$ cat config.mk
export PLATFORM = sky130hd
export DESIGN_NAME = idct_8pt
export DESIGN_NICKNAME = d
export VERILOG_FILES = /design/src/rtl/idct_8pt.sv
export SDC_FILE = /design/constraint.sdc
export NUM_CORES = 1
export LEC_CHECK = 0
export ABC_AREA = 1
export CAP_MARGIN = 20
export CORE_MARGIN = 2
export CORE_UTILIZATION = 60
export DETAILED_ROUTE_END_ITERATION = 10
export MAX_ROUTING_LAYER = met4
export PLACE_DENSITY = 0.79
export SLEW_MARGIN = 20
export SYNTH_ARGS = -nofsm -noshare
export SYNTH_HDL_FRONTEND = slang
export SYNTH_SLANG_ARGS = --single-unit
$ cat constraint.sdc
create_clock -name clk -period 21 [get_ports clk]
set_input_delay 6.3 -clock clk [delete_from_list [all_inputs] [get_ports clk]]
set_output_delay 6.3 -clock clk [all_outputs]
set_load 0.005 [all_outputs]
$ cat src/rtl/idct_8pt.sv
// Sequential 8-point 1-D inverse DCT: one Q15 multiply-accumulate per cycle,
// eight cycles per pixel, each pixel written to the reconstruction RAM.
module idct_8pt #(
    parameter int COEF_W = 12,
    parameter int ACC_W  = 32
) (
    input  logic                     clk,
    input  logic                     reset,
    input  logic                     wr,
    input  logic [2:0]               add,
    input  logic signed [COEF_W-1:0] data_in,
    input  logic                     start,
    input  logic [6:0]               base_add,
    output logic                     busy,
    output logic [7:0]               data_out,
    output logic [6:0]               ram_idct_add,
    output logic                     wea,
    output logic                     done
);

    // Handshake: wr and start are taken only on edges where busy=0; busy rises
    // on the accepting edge and falls on the edge that raises the final wea/done.
    typedef enum logic {IDLE, COMPUTE} state_t;

    localparam logic signed [ACC_W-1:0] HALF = ACC_W'(32'sd32768);

    state_t                   state_q, state_d;
    logic [2:0]               n_q, n_d, k_q, k_d;
    logic signed [ACC_W-1:0]  acc_q, acc_d;
    logic signed [COEF_W-1:0] coef_q [8];
    logic signed [COEF_W-1:0] coef_d [8];
    logic [6:0]               base_q, base_d;
    logic [7:0]               data_out_q, data_out_d;
    logic [6:0]               addr_q, addr_d;
    logic                     wea_q, wea_d, done_q, done_d;

    logic [4:0]               m;
    logic [16:0]              w_mag;
    logic signed [16:0]       w;
    logic signed [COEF_W+16:0] prod;
    logic signed [ACC_W-1:0]  prod_ext, sum, rnd;
    logic [7:0]               pix;

    // Cosine ROM: angle index m = (2n+1)k mod 32, folded onto one quadrant.
    always_comb begin
        m = {1'b0, n_q, 1'b1} * {2'b00, k_q};
        case (m[3:0])
            4'd0:         w_mag = 17'd32768;
            4'd1, 4'd15:  w_mag = 17'd32138;
            4'd2, 4'd14:  w_mag = 17'd30274;
            4'd3, 4'd13:  w_mag = 17'd27246;
            4'd4, 4'd12:  w_mag = 17'd23170;
            4'd5, 4'd11:  w_mag = 17'd18205;
            4'd6, 4'd10:  w_mag = 17'd12540;
            4'd7, 4'd9:   w_mag = 17'd6393;
            default:      w_mag = 17'd0;
        endcase
        if (k_q == 3'd0)
            w = 17'sd23170;
        else if (m >= 5'd9 && m <= 5'd23)
            w = -$signed(w_mag);
        else
            w = $signed(w_mag);
    end

    always_comb begin
        prod     = coef_q[k_q] * w;
        prod_ext = $signed({{(ACC_W-COEF_W-17){prod[COEF_W+16]}}, prod});
        sum      = acc_q + prod_ext;
        rnd      = (sum + HALF) >>> 16;
        if (rnd[ACC_W-1])
            pix = 8'd0;
        else if (|rnd[ACC_W-2:8])
            pix = 8'd255;
        else
            pix = rnd[7:0];
    end

    always_comb begin
        state_d    = state_q;
        n_d        = n_q;
        k_d        = k_q;
        acc_d      = acc_q;
        coef_d     = coef_q;
        base_d     = base_q;
        data_out_d = data_out_q;
        addr_d     = addr_q;
        wea_d      = 1'b0;
        done_d     = 1'b0;
        case (state_q)
            IDLE: begin
                if (wr)
                    coef_d[add] = data_in;
                if (start) begin
                    base_d  = base_add;
                    n_d     = 3'd0;
                    k_d     = 3'd0;
                    acc_d   = '0;
                    state_d = COMPUTE;
                end
            end
            COMPUTE: begin
                if (k_q == 3'd7) begin
                    data_out_d = pix;
                    addr_d     = base_q + {4'b0000, n_q};
                    wea_d      = 1'b1;
                    acc_d      = '0;
                    k_d        = 3'd0;
                    n_d        = n_q + 3'd1;
                    if (n_q == 3'd7) begin
                        done_d  = 1'b1;
                        state_d = IDLE;
                    end
                end else begin
                    acc_d = sum;
                    k_d   = k_q + 3'd1;
                end
            end
            default: state_d = IDLE;
        endcase
    end

    always_ff @(posedge clk or negedge reset) begin
        if (!reset) begin
            state_q    <= IDLE;
            n_q        <= '0;
            k_q        <= '0;
            acc_q      <= '0;
            base_q     <= '0;
            data_out_q <= '0;
            addr_q     <= '0;
            wea_q      <= 1'b0;
            done_q     <= 1'b0;
            for (int i = 0; i < 8; i++)
                coef_q[i] <= '0;
        end else begin
            state_q    <= state_d;
            n_q        <= n_d;
            k_q        <= k_d;
            acc_q      <= acc_d;
            base_q     <= base_d;
            data_out_q <= data_out_d;
            addr_q     <= addr_d;
            wea_q      <= wea_d;
            done_q     <= done_d;
            coef_q     <= coef_d;
        end
    end

    assign busy         = (state_q == COMPUTE);
    assign data_out     = data_out_q;
    assign ram_idct_add = addr_q;
    assign wea          = wea_q;
    assign done         = done_q;

endmodule
==> metrics.txt, run 1 <==
status=complete, no violations; number of DRC markers in iteration 0=1,102; area grow syn2layout=7.800%; flop and latch count out of synthesis=159; vias in the first global route=15,484; top cells by count, synth=629 x nand2_1, 466 x inv_1, 234 x fa_1; Die ar.=31,180 um^2; via count=15,167; largest cells by area after synthesis=fa_1 26%, dfrtp_1 22%, nand2_1 13%, inv_1 9.8%, ha_1 7.1%; f_max=90.92 MHz; Post-synth EDFFs=0; Root Driver=clkbuf_16; GR Overflow Total=0; layout cells sized above 1=roughly 4.8%; Met2 Routed Length=approximately 23,000 um; count of final setup violators=0; FFs w/ async S/R, synth=100.0%; RSZ-0062 raised after global routing=no; top-area cell type share of the netlist area=26.22%; drt wl/cell=17.14 um; Antenna Nets Post-Route=0; hold path depth=2; CTS Buffer Depth=2; syn avg cell area=7.672 um^2; antenna fix cells=0; initial antenna violation count=0; worst endpoint required time=21.34 ns; area occupied by multi-input gates=11,870 um^2; slowest stage delay, CP=1.09 ns; metal3 WL=3290 um; via/cell ratio=5.531; GPL Wtd Cong=~1; crit path time final=11.00 ns; DRT Wirelength=47,000 um; register area share after synthesis=22.27%; drt drc=0; Starting Density=60.61%; Worst Hold Class=flop to flop; # hold bufs at CTS=0; placed insts=2,710; R2R depth=42; count leader, synth=nand2_1; critical path arrival=between 10 and 15 ns; top sig layer=met4; CTS clock-pin slew for the worst setup and hold paths=0.07 ns; CP most frequent cell=nand2_1; Startpoint Class=flop; wl on met1=a little under 20,000 um; setup_tns=0 ns; Boundary Pins=44; worst-skew pair later-pin latency=0.45 ns; ys flop type=dfrtp_1; Netlist cell types=42; Slew Limit Fails=0; final hold violations=0; synth warn=0; CP max stage cell=fa_1; HPWL after detailed placement=36,800 um; total CTS buffers=17; row cnt=63; FF+latch area=3980 um^2; Mapped Area=17,870 um^2; core area=29,480 um^2; # port buffers=43; CTS H-tree lvls=4; first-pass GRT wire length=78,540 um; DR pass1 iterations=5; CP endpoint kind=flop; Net Count, Synth=2,690; cell taking the most area after synthesis=fa_1; Total GRT Usage=between 30% and 40%; # fillers=approximately 2,500; non-filler cells, final=2,742; crit path kind=flop to flop; Final Cycle Share=52.37%; TritonCTS clock tree=built; CP Max Fanout=19; NumNets Final=2,700; max-capacitance violation count=0; Mapped Cells=2,329; measured slew at the worst slew-check pin=around 1.1 ns; TritonCTS Sinks=159; height of the die=176.6 um; Post-CTS Resized=0; slew margin rel.=~30%; largest net degree at the start of global routing=slightly above 90; Max Clock Skew=0.01411 ns; Post CTS Setup Buffer Count=0; die width=176.6 um
-- state kept, by name, indices dropped and copies added, names as in the netlist, 3 cells and up --
name	cells
ram_idct_add	7
base_q	7
coef_q	96
data_out	8
n_q	3
k_q	3
acc_q	32
-- worst max-delay path, delay by kind of cell, from the launching register on --
family / cells / cell delay, ns
simple gates: 21 / 3.25
compound gates: 1 / 0.34
flops: 1 / 0.58
buf+inv: 10 / 1.44
fa+ha+maj: 10 / 5.24
-- layout make-up --
cell class | instances | area share, %
clock inverters | 15 | 1.117
flip-flops and latches | 159 | 20.66
multi-input cells | 1633 | 61.61
repair buffers | 52 | 2.592
inverters | 476 | 9.276
clock buffers | 17 | 2.209
well taps | 390 | 2.533
-- placed cells by master (no fill, tap or decap), types with 11 or more instances in the layout --
cell type / netlist / routed
a21oi_1: 55 / 55
clkbuf_16: 0 / 17
clkdlybuf4s50_1: 0 / 42
dfrtp_1: 159 / 158
fa_1: 234 / 234
ha_1: 101 / 101
inv_1: 466 / 465
nand2_1: 629 / 629
nand2_2: 18 / 18
nand3_1: 80 / 80
nand4_1: 21 / 21
nor2_1: 205 / 204
nor2_2: 16 / 17
o21ai_0: 156 / 156
o22ai_1: 24 / 24
xnor2_1: 14 / 14
xor2_1: 11 / 11
-- kinds of logic (layout without fill, tap and decap cells) --
group	after synthesis	count (layout)	synth area share, %
xor gates and xnor gates	26	26	1.316
DFF	159	159	22.27
buffers and inverters	537	560	11.36
muxes	3	3	0.1890
and+or+nand+nor	1011	1011	23.84
AOI/OAI and AO/OA	258	258	7.745
adders and majority gates	335	335	33.29
-- per-layer routing --
layer	vias up	track usage, %
li1	7082	-
met5	-	-
met2	588	53.61
met4	0	11.71
met3	103	4.587
met1	7394	43.15
-- metrics by stage --
step | area (um^2) | worst slack [ns] | util, % | hold slack [ns]
after floorplan | 17870 | 11.79 | - | 0.4478
after global placement | 18620 | 10.46 | 63.17 | 0.4612
after detailed placement | 18620 | 10.16 | 63.17 | 0.4674
after CTS | 19260 | 10.15 | 65.34 | 0.4851
after global routing | 19260 | 9.246 | 65.34 | 0.5078
final | 19260 | 10.00 | 65.34 | 0.4840
-- final timing paths --
kind                                   startpoint                 endpoint  slack, ns
max                            k_q[2]$_DFFE_PN0P_  data_out[1]$_DFFE_PN0P_      10.00
min in group asynchronous                   reset   coef_q[29]$_DFFE_PN0P_       5.90
min reg2reg                coef_q[75]$_DFFE_PN0P_   coef_q[75]$_DFFE_PN0P_       0.48
max in group asynchronous                   reset     acc_q[0]$_DFFE_PN0P_      13.65
min                        coef_q[75]$_DFFE_PN0P_   coef_q[75]$_DFFE_PN0P_       0.48
max reg2reg                    k_q[2]$_DFFE_PN0P_  data_out[1]$_DFFE_PN0P_      10.00
Power of run 1 is not shown: default switching activity piles up to over one toggle a cycle in this logic, so the estimate is an artifact.
==> run 2, diff against run 1 <==
clock period = 11.2 ns   (was 21 ns; I/O delays follow)
==> run 2 against run 1 <==
Worst hold slack is essentially flat. Die area is the same. Largest cell class unchanged. Register-to-register slack lost 9.3 ns. Global-route usage grew 1.1 points. Highest routed layer unchanged. Via count grew 0.55%. Critical path type unchanged. Core utilization is the same.
==> metrics.txt, run 2 (synthesis results as in run 1) <==
Boundary Pins=44 (unchanged); measured slew at the worst slew-check pin=1.087 ns (+0.03101 ns); via/cell ratio=5.552 (+0.36%); final hold violations=0 (unchanged); R2R depth=48 (+14%); TritonCTS Sinks=159 (unchanged); # hold bufs at CTS=0 (unchanged); Starting Density=60.61% (unchanged); vias in the first global route=15,760 (+1.8%); Antenna Nets Post-Route=0 (unchanged); commonest non-fill, non-tap cells in the layout=629 x nand2_1, 465 x inv_1, 233 x fa_1, 204 x nor2_1, 157 x dfrtp_1; CTS Buffer Depth=2 (unchanged); max-capacitance violation count=0 (unchanged); Max Clock Skew=0.02484 ns (+0.01072 ns); NumNets Final=2,704 (+0.15%); Root Driver=clkbuf_16; Slew Limit Fails=0 (unchanged); worst-skew pair later-pin latency=0.45 ns (about the same); height of the die=176.6 um (unchanged); # port buffers=43 (unchanged); row cnt=63 (unchanged); DR pass1 iterations=5 (unchanged); CP endpoint kind=flop; CTS clock-pin slew for the worst setup and hold paths=0.08 ns (about the same); CTS H-tree lvls=4 (unchanged); hold path depth=2 (unchanged); total CTS buffers=17 (unchanged); first-pass GRT wire length=80,400 um (+2.4%); max reg flops=96 (unchanged); worst slack, placed=0.7170 ns (-9.447 ns); DRT Wirelength=48,400 um (+3.0%); Worst Hold Class=flop to flop; setup_tns=0 ns (unchanged); drt drc=0 (unchanged); f_max=95.64 MHz (+5.2%); TritonCTS clock tree=built; via count=15,250 (+0.55%); drt wl/cell=17.62 um (+2.8%); largest reg by FF count=coef_q; critical path arrival=10.79 ns (-0.55 ns); GPL Wtd Cong=0.9707 (-2.2%); slowest stage delay, CP=0.75 ns (-0.34 ns); largest net degree at the start of global routing=89 (-2.2%); Hold WS=0.4835 ns (-0.0004870 ns); die width=176.6 um (unchanged); Total GRT Usage=34.23% (+1.1 points); CP Max Fanout=21 (+2); most common cell after layout, fill and taps aside=nand2_1; CP max stage cell=fa_1; Startpoint Class=flop; worst setup margin=0.7444 ns (-9.257 ns); area grow syn2layout=7.800% (unchanged); GR Overflow Total=0 (unchanged); count of final setup violators=0 (unchanged); crit path time final=10.46 ns (-0.5431 ns); layout cells sized above 1=5.051% (+0.20 points); RSZ-0062 raised after global routing=no; status=complete, no violations; slew margin rel.=27.33% (-2.2 points); initial antenna violation count=1 (+1); HPWL after detailed placement=36,970 um (+0.47%); number of DRC markers in iteration 0=1,239 (+12%); Die ar.=31,180 um^2 (unchanged); crit path kind=flop to flop; worst endpoint required time=11.54 ns (-9.80 ns); Final Cycle Share=93.35% (+41 points); core area=29,480 um^2 (unchanged)
-- run 2: cell types whose count changed in the layout (fill, tap and decap cells not counted), sizes merged --
cell,before,now
clkinv,12,10
diode,0,1
buf,10,14
clkinvlp,0,3
bufinv,1,0
-- run 2: final timing paths --
check,slack (ns),endpoint,startpoint
worst min-delay path,0.48,coef_q[22]$_DFFE_PN0P_,coef_q[22]$_DFFE_PN0P_
worst max register to register,0.74,data_out[2]$_DFFE_PN0P_,k_q[0]$_DFFE_PN0P_
max in group asynchronous,6.76,acc_q[8]$_DFFE_PN0P_,reset
worst max-delay path,0.74,data_out[2]$_DFFE_PN0P_,k_q[0]$_DFFE_PN0P_
worst min register to register,0.48,coef_q[22]$_DFFE_PN0P_,coef_q[22]$_DFFE_PN0P_
min in group asynchronous,2.96,coef_q[17]$_DFFE_PN0P_,reset
-- run 2: metrics by stage --
step	cell area, um^2	cells	util (%)
6_report	19260	2747	65.34
5_1_grt	19260	2747	65.34
4_1_cts	19240	2745	65.27
3_5_place_dp	18640	2713	63.24
3_3_place_gp	18640	2713	63.24
2_1_floorplan	17870	2329	-
-- run 2: worst max-delay path: cells and delay by family, from the launching register on --
kind | cells | cell delay (ns)
adders and majority gates | 12 | 5.34
and+or+nand+nor | 25 | 2.91
buffers and inverters | 9 | 1.00
DFF | 1 | 0.63
xor gates and xnor gates | 1 | 0.29
AOI/OAI and AO/OA | 1 | 0.16
-- run 2: what timing repair did --
action | CTS | global route
resized for setup | 0 | 2
setup endpoints to repair | 0 | 8
hold endpoints to repair | 0 | 0
setup buffers | 0 | 0
-- run 2: layout make-up --
type | count | area, um^2
flip-flops and latches | 159 | 3981
clock inverters | 15 | 171.4
clock buffers | 17 | 425.4
well taps | 390 | 488.0
inverters | 476 | 1787
diodes | 1 | 2.502
repair buffers | 56 | 536.8
fillers | 2510 | 10220
multi-input cells | 1633 | 11870
-- run 2: metal layers --
metal  up-vias  wire, um  global-route usage [%]
li1       7078         -                       -
met4         0      2078                   14.60
met1      7395     19920                   44.30
met2       627     22990                   54.93
met3       150      3410                   4.070
met5         -         0                       -
Power of run 2 is left out for the same reason.
==> run 3, diff against run 2 <==
GPL_TIMING_DRIVEN = 0   (was default)
clock period = 11.9 ns   (was 11.2 ns; I/O delays follow)
==> run 3 against run 2 <==
Core utilization is 0.56 points higher. Routed wire length up 0.31%. Sequential share of layout area down 0.19 points. Clock skew decreased by 0.0083 ns. Die area is the same. Count of clock-buffer cells in the layout is 2 higher.
==> metrics.txt, run 3 (synthesis results as in run 1) <==
CP endpoint kind=flop; DRT Wirelength=48,540 um (+0.31%); antenna fix cells=0 (-1); Hold WS=0.4897 ns (+0.006181 ns); worst endpoint required time=12.21 ns (+0.67 ns); layout cells sized above 1=4.532% (-0.52 points); area grow syn2layout=8.718%; status=complete, no violations; row cnt=63 (unchanged); TritonCTS Sinks=159 (unchanged); commonest non-fill, non-tap cells in the layout=629 x nand2_1, 466 x inv_1, 233 x fa_1, 205 x nor2_1, 159 x dfrtp_1; Starting Density=60.61% (unchanged); via count=15,520 (+1.8%); height of the die=176.6 um (unchanged); CTS clock-pin slew for the worst setup and hold paths=0.07 ns (about the same); CP most frequent cell=nand2_1; core area=29,480 um^2 (unchanged); fin util=65.89% (+0.56 points); measured slew at the worst slew-check pin=1.045 ns (-0.04242 ns); hold path depth=2 (unchanged); # fillers=2,504 (-0.24%); f_max=89.63 MHz (-6.3%); R2R depth=45 (-6.3%); GR Overflow Total=0 (unchanged); worst slack, placed=0.9161 ns (+0.1991 ns); Die ar.=31,180 um^2 (unchanged); via/cell ratio=5.553 (about the same); Max Clock Skew=0.01652 ns (-0.008323 ns); drt wl/cell=17.37 um (-1.4%); final hold violations=0 (unchanged); Slew Limit Fails=0 (unchanged); slew margin rel.=30.05% (+2.7 points); worst-skew pair later-pin latency=0.44 ns (about the same); slowest stage delay, CP=0.56 ns (-0.19 ns); Post-CTS Resized=0 (unchanged); total CTS buffers=17 (unchanged); Root Driver=clkbuf_16; crit path time final=11.16 ns (+0.7012 ns); Worst Hold Class=flop to flop; Antenna Nets Post-Route=0 (unchanged); # port buffers=43 (unchanged); Final Cycle Share=93.75% (+0.40 points); largest net degree at the start of global routing=100 (+12%); die width=176.6 um (unchanged); NumNets Final=2,754 (+1.8%); count of final setup violators=0 (unchanged); CP Max Fanout=10 (-52%); # hold bufs at CTS=0 (unchanged); CTS H-tree lvls=4 (unchanged); setup_tns=0 ns (unchanged); HPWL after detailed placement=39,720 um (+7.4%); vias in the first global route=15,412 (-2.2%); drt drc=0 (unchanged); CP max stage cell=fa_1; Post CTS Setup Buffer Count=0 (unchanged); worst setup margin=0.7433 ns (-0.001165 ns); CTS Buffer Depth=2 (unchanged); max reg flops=96 (unchanged); DR pass1 iterations=6 (+1); RSZ-0062 raised after global routing=no; largest reg by FF count=coef_q; Total GRT Usage=33.96% (-0.26 points); Boundary Pins=44 (unchanged); most common cell after layout, fill and taps aside=nand2_1; initial antenna violation count=0 (-1); first-pass GRT wire length=79,870 um (-0.66%); crit path kind=flop to flop; number of DRC markers in iteration 0=1,407 (+14%); Startpoint Class=flop; GPL Wtd Cong=0.9828 (+1.2%); max-capacitance violation count=0 (unchanged); critical path arrival=11.47 ns (+0.68 ns); TritonCTS clock tree=built
[run 3: layout make-up]
| class | instances | area [um^2] | share of cell area, % |
|---|---|---|---|
| Clock inverter | 12 | 153.9 | 0.7922 |
| Tap cell | 390 | 488.0 | 2.512 |
| Sequential cell | 159 | 3979 | 20.48 |
| Multi-Input combinational cell | 1633 | 11860 | 61.07 |
| Inverter | 476 | 1787 | 9.197 |
| Timing Repair Buffer | 45 | 470.5 | 2.422 |
| Buffer | 61 | 242.7 | 1.250 |
| Clock buffer | 19 | 442.9 | 2.280 |
[run 3: worst max-delay path: cells and delay by family, from the launching register on]
family,cells,cell delay (ns)
flip-flops,1,0.50
buffers and inverters,11,2.20
XOR/XNOR,1,0.27
adder cells (fa/ha/maj),11,4.93
AND/OR/NAND/NOR,19,2.38
AO/OA/AOI/OAI,3,0.73
[run 3: path summary, 6_finish.rpt]
| kind | start | to | slack [ns] |
|---|---|---|---|
| max | k_q[1]$_DFFE_PN0P_ | data_out[3]$_DFFE_PN0P_ | 0.74 |
| max reg2reg | k_q[1]$_DFFE_PN0P_ | data_out[3]$_DFFE_PN0P_ | 0.74 |
| min | coef_q[87]$_DFFE_PN0P_ | coef_q[87]$_DFFE_PN0P_ | 0.49 |
| min in group asynchronous | reset | coef_q[90]$_DFFE_PN0P_ | 3.06 |
| min reg2reg | coef_q[87]$_DFFE_PN0P_ | coef_q[87]$_DFFE_PN0P_ | 0.49 |
| max in group asynchronous | reset | coef_q[42]$_DFFE_PN0P_ | 8.00 |
[run 3: metrics by stage]
step                      area (um^2)  std cells
after global placement          18790       2762
after detailed placement        18820       2763
final                           19430       2795
after floorplan                 17870       2329
after CTS                       19420       2794
after global routing            19430       2795
[run 3: per-layer routing]
| layer | up-vias | routed length, um | track usage, % | part of all wire, % |
|---|---|---|---|---|
| li1 | 7170 | - | - | - |
| met1 | 7503 | 20270 | 46.94 | 42 |
| met2 | 737 | 22250 | 51.66 | 46 |
| met3 | 110 | 4475 | 5.577 | 9.2 |
| met4 | 0 | 1547 | 11.02 | 3.2 |
| met5 | - | 0 | - | 0 |
Power of run 3 is left out for the same reason.
